### config.mk
export PLATFORM = sky130hd
export DESIGN_NAME = conv_encoder_flat
export DESIGN_NICKNAME = d
export VERILOG_FILES = /design/src/rtl/viterbi_pkg.sv /design/src/rtl/conv_encoder_if.sv /design/src/rtl/conv_encoder.sv /design/src/flat_wrapper.sv
export SDC_FILE = /design/constraint.sdc
export NUM_CORES = 1
export LEC_CHECK = 0
export CAP_MARGIN = 5
export CORE_MARGIN = 1.5
export CORE_UTILIZATION = 50
export DETAILED_ROUTE_END_ITERATION = 16
export DONT_BUFFER_PORTS = 1
export PLACE_DENSITY = 0.66
export SYNTH_ARGS = -nofsm -noshare
export SYNTH_HDL_FRONTEND = slang
export SYNTH_SLANG_ARGS = --single-unit
export TNS_END_PERCENT = 100
### constraint.sdc
create_clock -name clk -period 1.6 [get_ports clk]
set_input_delay 0.48 -clock clk [delete_from_list [all_inputs] [get_ports clk]]
set_output_delay 0.48 -clock clk [all_outputs]
set_load 0.01 [all_outputs]
### src/rtl/viterbi_pkg.sv
// Shared definitions for the convolutional encoder and the Viterbi decoder:
// default code parameters, the symbol type, the FSM state type and the
// parity function that both sides use to compute code symbols.
package viterbi_pkg;

   localparam int         K_DEF  = 7;
   localparam logic [6:0] G0_DEF = 7'o171;
   localparam logic [6:0] G1_DEF = 7'o133;

   localparam int         MAX_K  = 9;

   typedef logic [1:0] sym_t;

   typedef enum logic [1:0] {
      IDLE  = 2'd0,
      ENC   = 2'd1,
      FLUSH = 2'd2
   } encState_e;

   // Bit 0 is the G0 parity and bit 1 the G1 parity. The window and the
   // polynomials are zero-extended to MAX_K, so one function serves every K.
   function automatic sym_t conv_sym(input logic [MAX_K-1:0] window,
                                     input logic [MAX_K-1:0] g0,
                                     input logic [MAX_K-1:0] g1);
      return {^(window & g1), ^(window & g0)};
   endfunction

endpackage

### src/rtl/conv_encoder_if.sv
// Streaming handshake bundle for the convolutional encoder: the information
// bit stream going in and the 2-bit code symbol stream coming out.
interface conv_encoder_if;
   import viterbi_pkg::*;

   logic in_valid;
   logic in_ready;
   logic in_bit;
   logic in_last;
   logic out_valid;
   logic out_ready;
   sym_t out_sym;
   logic out_last;

   modport slave (
      input  in_valid, in_bit, in_last, out_ready,
      output in_ready, out_valid, out_sym, out_last
   );

   modport master (
      output in_valid, in_bit, in_last, out_ready,
      input  in_ready, out_valid, out_sym, out_last
   );

endinterface

### src/rtl/conv_encoder.sv
// Rate-1/2 feedforward convolutional encoder with a single output register
// stage and optional zero-tail termination, so that every terminated frame
// leaves the trellis in state 0.
module conv_encoder
   import viterbi_pkg::*;
#(
   parameter int         K    = K_DEF,
   parameter logic [K-1:0] G0 = K'(G0_DEF),
   parameter logic [K-1:0] G1 = K'(G1_DEF),
   parameter bit         TAIL = 1'b1
) (
   input  logic           clk,
   input  logic           rst_n,
   conv_encoder_if.slave  bus,
   output logic           busy
);

   localparam int TCW = $clog2(K);

   encState_e      state;
   logic [K-2:0]   sr;
   logic [TCW-1:0] tailCnt;
   logic           started;
   logic           outValid;
   sym_t           outSym;
   logic           outLast;

   logic           canLoad;
   logic           inFire;
   logic           tailStep;
   logic           bitNow;
   logic [K-1:0]   window;
   logic [K-2:0]   nextSr;
   sym_t           symNow;

   // The output register may take a new symbol when it is empty or when its
   // current symbol leaves this cycle; both data input and tail symbols pace
   // on this, and a FLUSH in progress blocks new data bits.
   always_comb begin
      canLoad  = !outValid || bus.out_ready;
      inFire   = bus.in_valid && started && (state != FLUSH) && canLoad;
      tailStep = (state == FLUSH) && canLoad;
      bitNow   = (state == FLUSH) ? 1'b0 : bus.in_bit;
      window   = {bitNow, sr};
      nextSr   = window[K-1:1];
      symNow   = conv_sym(MAX_K'(window), MAX_K'(G0), MAX_K'(G1));
   end

   assign bus.in_ready  = started && (state != FLUSH) && canLoad;
   assign bus.out_valid = outValid;
   assign bus.out_sym   = outSym;
   assign bus.out_last  = outLast;
   assign busy          = (state != IDLE);

   // Holds in_ready low while reset is asserted and opens the input port from
   // the first clock edge after reset is released.
   always_ff @(posedge clk or negedge rst_n) begin
      if (!rst_n) begin
         started <= 1'b0;
      end else begin
         started <= 1'b1;
      end
   end

   // Frame FSM, shift register, tail counter and output register. An accepted
   // data bit or a tail step reloads the output register in the same edge that
   // the previous symbol is taken, so there is no bubble; otherwise a taken
   // symbol simply empties the register, and a stalled one is held untouched.
   always_ff @(posedge clk or negedge rst_n) begin
      if (!rst_n) begin
         state    <= IDLE;
         sr       <= '0;
         tailCnt  <= '0;
         outValid <= 1'b0;
         outSym   <= '0;
         outLast  <= 1'b0;
      end else if (inFire) begin
         outValid <= 1'b1;
         outSym   <= symNow;
         if (!bus.in_last) begin
            state   <= ENC;
            sr      <= nextSr;
            outLast <= 1'b0;
         end else if (TAIL) begin
            state   <= FLUSH;
            sr      <= nextSr;
            tailCnt <= '0;
            outLast <= 1'b0;
         end else begin
            state   <= IDLE;
            sr      <= '0;
            outLast <= 1'b1;
         end
      end else if (tailStep) begin
         outValid <= 1'b1;
         outSym   <= symNow;
         sr       <= nextSr;
         if (tailCnt == TCW'(K-2)) begin
            state   <= IDLE;
            tailCnt <= '0;
            outLast <= 1'b1;
         end else begin
            tailCnt <= tailCnt + 1'b1;
            outLast <= 1'b0;
         end
      end else if (bus.out_ready) begin
         outValid <= 1'b0;
         outLast  <= 1'b0;
      end
   end

endmodule
### src/flat_wrapper.sv
// flat-port wrapper written by rule: the top's interface ports become plain ports
module conv_encoder_flat import viterbi_pkg::*;
#(
   parameter int         K    = K_DEF,
   parameter logic [K-1:0] G0 = K'(G0_DEF),
   parameter logic [K-1:0] G1 = K'(G1_DEF),
   parameter bit         TAIL = 1'b1
)
  (clk, rst_n, busy, bus_in_valid, bus_in_bit, bus_in_last, bus_out_ready, bus_in_ready, bus_out_valid, bus_out_sym, bus_out_last);
  conv_encoder_if bus_i ();
  input  logic clk;
  input  logic rst_n;
  output logic busy;
  input wire logic [$bits(bus_i.in_valid)-1:0] bus_in_valid;
  input wire logic [$bits(bus_i.in_bit)-1:0] bus_in_bit;
  input wire logic [$bits(bus_i.in_last)-1:0] bus_in_last;
  input wire logic [$bits(bus_i.out_ready)-1:0] bus_out_ready;
  output wire logic [$bits(bus_i.in_ready)-1:0] bus_in_ready;
  output wire logic [$bits(bus_i.out_valid)-1:0] bus_out_valid;
  output wire logic [$bits(bus_i.out_sym)-1:0] bus_out_sym;
  output wire logic [$bits(bus_i.out_last)-1:0] bus_out_last;
  assign bus_i.in_valid = bus_in_valid;
  assign bus_i.in_bit = bus_in_bit;
  assign bus_i.in_last = bus_in_last;
  assign bus_i.out_ready = bus_out_ready;
  assign bus_in_ready = bus_i.in_ready;
  assign bus_out_valid = bus_i.out_valid;
  assign bus_out_sym = bus_i.out_sym;
  assign bus_out_last = bus_i.out_last;
  conv_encoder #(.K(K), .G0(G0), .G1(G1), .TAIL(TAIL)) u_core (.clk(clk), .rst_n(rst_n), .bus(bus_i), .busy(busy));
endmodule
==> results.toml, run 1 <==
[synth]
synth_edf_count = 0
yosysUniqueCellTypes = 27
netlist_instances = 60
ys.flop_type = "dfrtp_1"
ys_top_cells_by_area = "dfrtp_1 (53%), mux2_2 (7.5%), xnor3_1 (6.0%)"
yosysSeqAreaShare_pct = 53.2
synth_seq_cells = 16
synth_most_common_cell = "dfrtp_1"
async_reset_ff_share_pct = 100
ys_top_cells_by_count = "dfrtp_1 (16), mux2_2 (5), nand2_1 (5)"
synth_top_cell_by_area = "dfrtp_1"
yosys_warnings = 0
netlist_area_um2 = 752
synth_top_area_share_pct = 53.2
synthesis.nets = 66
syn_avg_cell_area_um2 = 12.5

[global_route]
grt_pass1_wl_um = 2260
grt-ovfl-total = 0
antenna_found_initial = 0
grt_max_degree = 17
grt_pass1_vias = 507
grt_use_total_pct = 17.8

[power_and_ir_drop]
power_density_nw_per_um2 = 1790
leakagePower_nw = 0.431
p_sw_share_pct = 31.0
power_mw = 1.57
clockPowerShare_pct = 16.8
p_seq_share_pct = 44.9
vdd_drop_max_mv = 1.08
p_int_mw = 1.08
p_comb_share_pct = 38.4
power.switching_mw = 0.486

[placement]
place_inst = 78
placed_cell_area_um2 = 793
pre_cts_slack_ps = 82.4
post-dp-hpwl_um = 874
gp_congestion = 0.735
io_buffer_count = 0

[timing]
finalHoldViolCount = 0
fmax_mhz = 631
fin_setup_tns_ps = 0
slew_viol_final = 0
min_period_ps = 1580
grt_setup_unrepaired = "yes"
setup_viol = 0
hold-worst-slack_ps = 312
timing.final.ws_setup_ps = 15.1
fin_crit_sh_pct = 99.1
clock_skew_ps = 2.09
slew_headroom_pct = 52.4
tightest_slew_ps = 711

[finish]
diodes = 0
regArea_um2 = 400
design_area_um2 = 876
drive_gt1_share_pct = 29.0
utilization_pct = 64.9
fillerInstances = 109
layout.nets = 76
multi_input_area_um2 = 377
fin_cells = 84
area_delta_synth_final_pct = 16.5

[clock_network]
clk_path_buf_depth = 2
cts_tree = "yes"
cts_sinks = 16
clk-insertion-delay-late_ps = 280
cts_root_buf = "clkbuf_4"
clkTransAtPathRegs_ps = 90
htree_levels = 1
cts_made_buffers = 3

[setup_path]
end_kind = "primary output"
regToRegEndpoint = "u_core.bus.out_sym[1]"
r2r_cells = 4
slowest_stage = "dfrtp_1"
cp_max_fo = 4
start_kind = "flop"
r2r_start = "u_core.sr[0]"
critical_path_class = "reg -> out"
crit_start = "u_core.state[0]"
rrSetupSlack_ps = 70
endpoint = "bus_in_ready"
cpPeakStageDelay_ps = 440
crit_chain = "nand2b_4 -> and3_1"
cp_data_required_time_ps = 1120
crit_arrival_ps = 1100

[routing]
routed_wirelength_um = 1310
vias_per_cell = 5.46
wl_per_cell_um = 15.6
antenna_left = 0
dr.pass1.iters = 4
drc = 0
dr_total_vias = 459
drt_iter0_markers = 9

[status]
status = "completed"

[floorplan]
die_h_um = 41.8
fp-row-count = 13
io_pins = 12
die_area_um2 = 1750
start_util_pct = 55.7
core_um2 = 1350
dieWidth_um = 41.8

[min_path]
hp-class = "in -> reg"

[run]
max_cap_viol_count = 0
layout by cell type, fill, tap and decap left out, types with 2 or more instances in the layout:
cell / count
a21o_1: 3
buf_4: 4
clkbuf_4: 3
dfrtp_1: 16
mux2_1: 2
mux2_2: 5
nand2_1: 5
nand3b_1: 2
nor2_1: 2
nor2b_1: 2
nor3_1: 2
o21ai_0: 2
xnor3_1: 2
how the worst min path moves through the flow:
stage | from | endpoint | slack (ps) | cells past startpoint
floorplan | rst_n | u_core.bus.out_last | 180 | 0
global placement | rst_n | u_core.state[0] | 180 | 0
detailed placement | rst_n | u_core.state[0] | 180 | 0
CTS | bus_in_bit | u_core.sr[5] | 300 | 2
global route | bus_in_bit | u_core.sr[5] | 310 | 2
finish | bus_in_bit | u_core.sr[5] | 310 | 2
power groups by stage:
| stage | registers [mW] | logic, mW | clock network, mW |
|---|---|---|---|
| floorplan | 0.658 | 0.485 | 0 |
| global placement | 0.685 | 0.542 | 0 |
| detailed placement | 0.692 | 0.557 | 0 |
| CTS | 0.691 | 0.575 | 0.273 |
| global route | 0.732 | 0.655 | 0.291 |
| finish | 0.704 | 0.601 | 0.263 |
cells by family (layout without fill, tap and decap cells):
group | count (synthesis) | count (layout) | share of synthesized area, %
multiplexers | 8 | 8 | 11.8
flip-flops | 16 | 16 | 53.2
XOR/XNOR | 4 | 4 | 9.32
other | 1 | 1 | 0.499
AO/OA/AOI/OAI | 7 | 7 | 6.16
buffers and inverters | 1 | 10 | 0.499
AND/OR/NAND/NOR | 23 | 23 | 18.5
flip-flops by register name (all words and copies together) (netlist names):
name / cells
u_core.bus.out_last: 1
u_core.bus.out_valid: 1
u_core.tailCnt: 3
u_core.sr: 6
u_core.bus.out_sym: 2
u_core.state: 2
u_core.started: 1
per-layer routing:
layer  wire, um  global-route usage, %  share of wire, %  up-vias
met1        620                   24.3                47      217
li1           -                      -                 -      225
met2        600                   25.3                46       15
met5          0                      0                 0        -
met3         77                   5.22               5.9        2
met4         11                   9.68              0.84        0
area by class of cell:
class	count	share of cell area [%]
Sequential cell	16	45.7
Multi-Input combinational cell	43	43.0
Timing Repair Buffer	5	4.57
Clock buffer	4	4.14
Tap cell	15	2.14
Inverter	1	0.429
worst max-delay path: cells and delay by family (launching register included):
family | cells | cell delay [ps]
DFF | 1 | 440
and+or+nand+nor | 2 | 380
timing repair:
item | CTS | global route
hold buffers | 1 | 0
setup buffers | 0 | 1
resized for setup | 1 | 3
pin swaps | 0 | 0
setup endpoints to repair | 1 | 4
endpoints found under the hold margin | 16 | 0
(Power assumes the default switching activity.)
==> run 2: changes to the inputs <==
--- a/config.mk
+++ b/config.mk
@@ -6,10 +6,10 @@
 export NUM_CORES = 1
 export LEC_CHECK = 0
 export CAP_MARGIN = 5
-export CORE_MARGIN = 1.5
 export CORE_UTILIZATION = 50
 export DETAILED_ROUTE_END_ITERATION = 16
 export DONT_BUFFER_PORTS = 1
+export MAX_ROUTING_LAYER = met4
 export PLACE_DENSITY = 0.66
 export SYNTH_ARGS = -nofsm -noshare
 export SYNTH_HDL_FRONTEND = slang
==> results.toml, run 2 (synthesized netlist as in run 1, its figures left out) <==
[setup_path]
end_kind = "primary output"
rrSetupSlack_ps = 70
cp_max_fo = 3
cp_data_required_time_ps = 1120
start_kind = "flop"
critical_path_class = "reg -> out"
crit_arrival_ps = 1070

[power_and_ir_drop]
vdd_drop_max_mv = 0.810
power_mw = 1.51
power_density_nw_per_um2 = 1760
leakagePower_nw = 0.417

[global_route]
grt_max_degree = 17
grt-ovfl-total = 0
grt_use_total_pct = 18.1
antenna_found_initial = 0
grt_pass1_wl_um = 1790
grt_pass1_vias = 415

[clock_network]
htree_levels = 1
postCtsSetupBuffers = 0
clk_path_buf_depth = 2
cts_made_buffers = 3
clkTransAtPathRegs_ps = 100
cts_sinks = 16
cts_tree = "yes"
cts_root_buf = "clkbuf_4"
clk-insertion-delay-late_ps = 280

[floorplan]
die_h_um = 40.8
start_util_pct = 55.7
fp-row-count = 13
core_um2 = 1350
die_area_um2 = 1660
dieWidth_um = 40.8
io_pins = 12

[finish]
reg_top3 = "u_core.sr: 6 flops, u_core.tailCnt: 3 flops"
layout_common_cells = "dfrtp_1 (16), nand2_1 (5), mux2_2 (5)"
top_register = "u_core.sr"
multi_input_area_um2 = 368
layout.nets = 75
regArea_um2 = 400
diodes = 0
layout_commonest_cell = "dfrtp_1"
largest_reg_flops = 6
fillerInstances = 111
area_delta_synth_final_pct = 14.3
drive_gt1_share_pct = 29.4

[min_path]
hp-class = "in -> reg"

[timing]
fmax_mhz = 646
tightest_slew_ps = 719
min_period_ps = 1550
fin_setup_tns_ps = 0
clock_skew_ps = 4.97
finalHoldViolCount = 0
grt_setup_unrepaired = "no"
slew_viol_final = 0
timing.final.ws_setup_ps = 51.1
fin_crit_sh_pct = 96.8
slew_headroom_pct = 51.9
setup_viol = 0

[routing]
vias_per_cell = 5.43
drt_iter0_markers = 3
dr.pass1.iters = 4
wl_per_cell_um = 14.6
dr_total_vias = 451
antenna_left = 0
drc = 0
routed_wirelength_um = 1210

[status]
status = "completed"

[placement]
io_buffer_count = 0
pre_cts_slack_ps = 77.2
gp_congestion = 0.686
post-dp-hpwl_um = 853

[run]
max_cap_viol_count = 0
[run 2: cell count changes in the layout (fill, tap and decap cells not counted)]
cell     change
and3_1       -1
and3_4       +1
buf_4        -1
nor2b_2      +1
nor2b_4      -1
nor4b_2      +1
nor4b_4      -1
[run 2: critical path, cell delays in order (launching register included)]
cell,delay [ps]
dfrtp_1,440
nand2b_1,140
and3_4,210
[run 2: layout make-up]
class	count	share of cell area, %
Multi-Input combinational cell	43	42.8
Inverter	1	0.437
Sequential cell	16	46.6
Timing Repair Buffer	4	3.78
Tap cell	15	2.18
Clock buffer	4	4.22
[run 2: power breakdown]
| group | leakage [nW] | internal, mW | total (mW) | switching, mW |
|---|---|---|---|---|
| clock network | 0.0210 | 0.139 | 0.265 | 0.127 |
| registers | 0.201 | 0.548 | 0.695 | 0.148 |
| logic | 0.196 | 0.354 | 0.551 | 0.197 |
[run 2: timing repair]
action,in CTS,in global routing
gates resized for setup,1,2
pin swaps,0,1
hold endpoints to repair,16,0
gates cloned,0,0
endpoints found under the setup margin,1,3
hold buffers,1,0
[run 2: worst paths after layout]
kind / start / endpoint / depth (start not counted)
max: u_core.bus.out_valid / bus_in_ready / 2
min: bus_in_bit / u_core.sr[5] / 2
max reg2reg: u_core.sr[0] / u_core.bus.out_sym[1] / 4
min reg2reg: u_core.sr[2] / u_core.sr[2] / 1
max in group asynchronous: rst_n / u_core.bus.out_last / 1
min in group asynchronous: rst_n / u_core.started / 1
[run 2: metal layers]
layer | GRT usage, % | up-vias | wire (um)
met4 | 10.0 | 0 | 12
li1 | - | 223 | -
met1 | 23.0 | 212 | 603
met3 | 7.07 | 2 | 77
met5 | - | - | 0
met2 | 24.6 | 14 | 515
[run 2: metrics by stage]
| stage | instance area [um2] | std cells | util [%] | hold slack (ps) |
|---|---|---|---|---|
| finish | 860 | 83 | 63.7 | 317 |
| floorplan | 752 | 60 | - | 184 |
| CTS | 847 | 83 | 62.7 | 312 |
| global placement | 793 | 78 | 58.8 | 185 |
| global route | 860 | 83 | 63.7 | 317 |
| detailed placement | 793 | 78 | 58.8 | 185 |
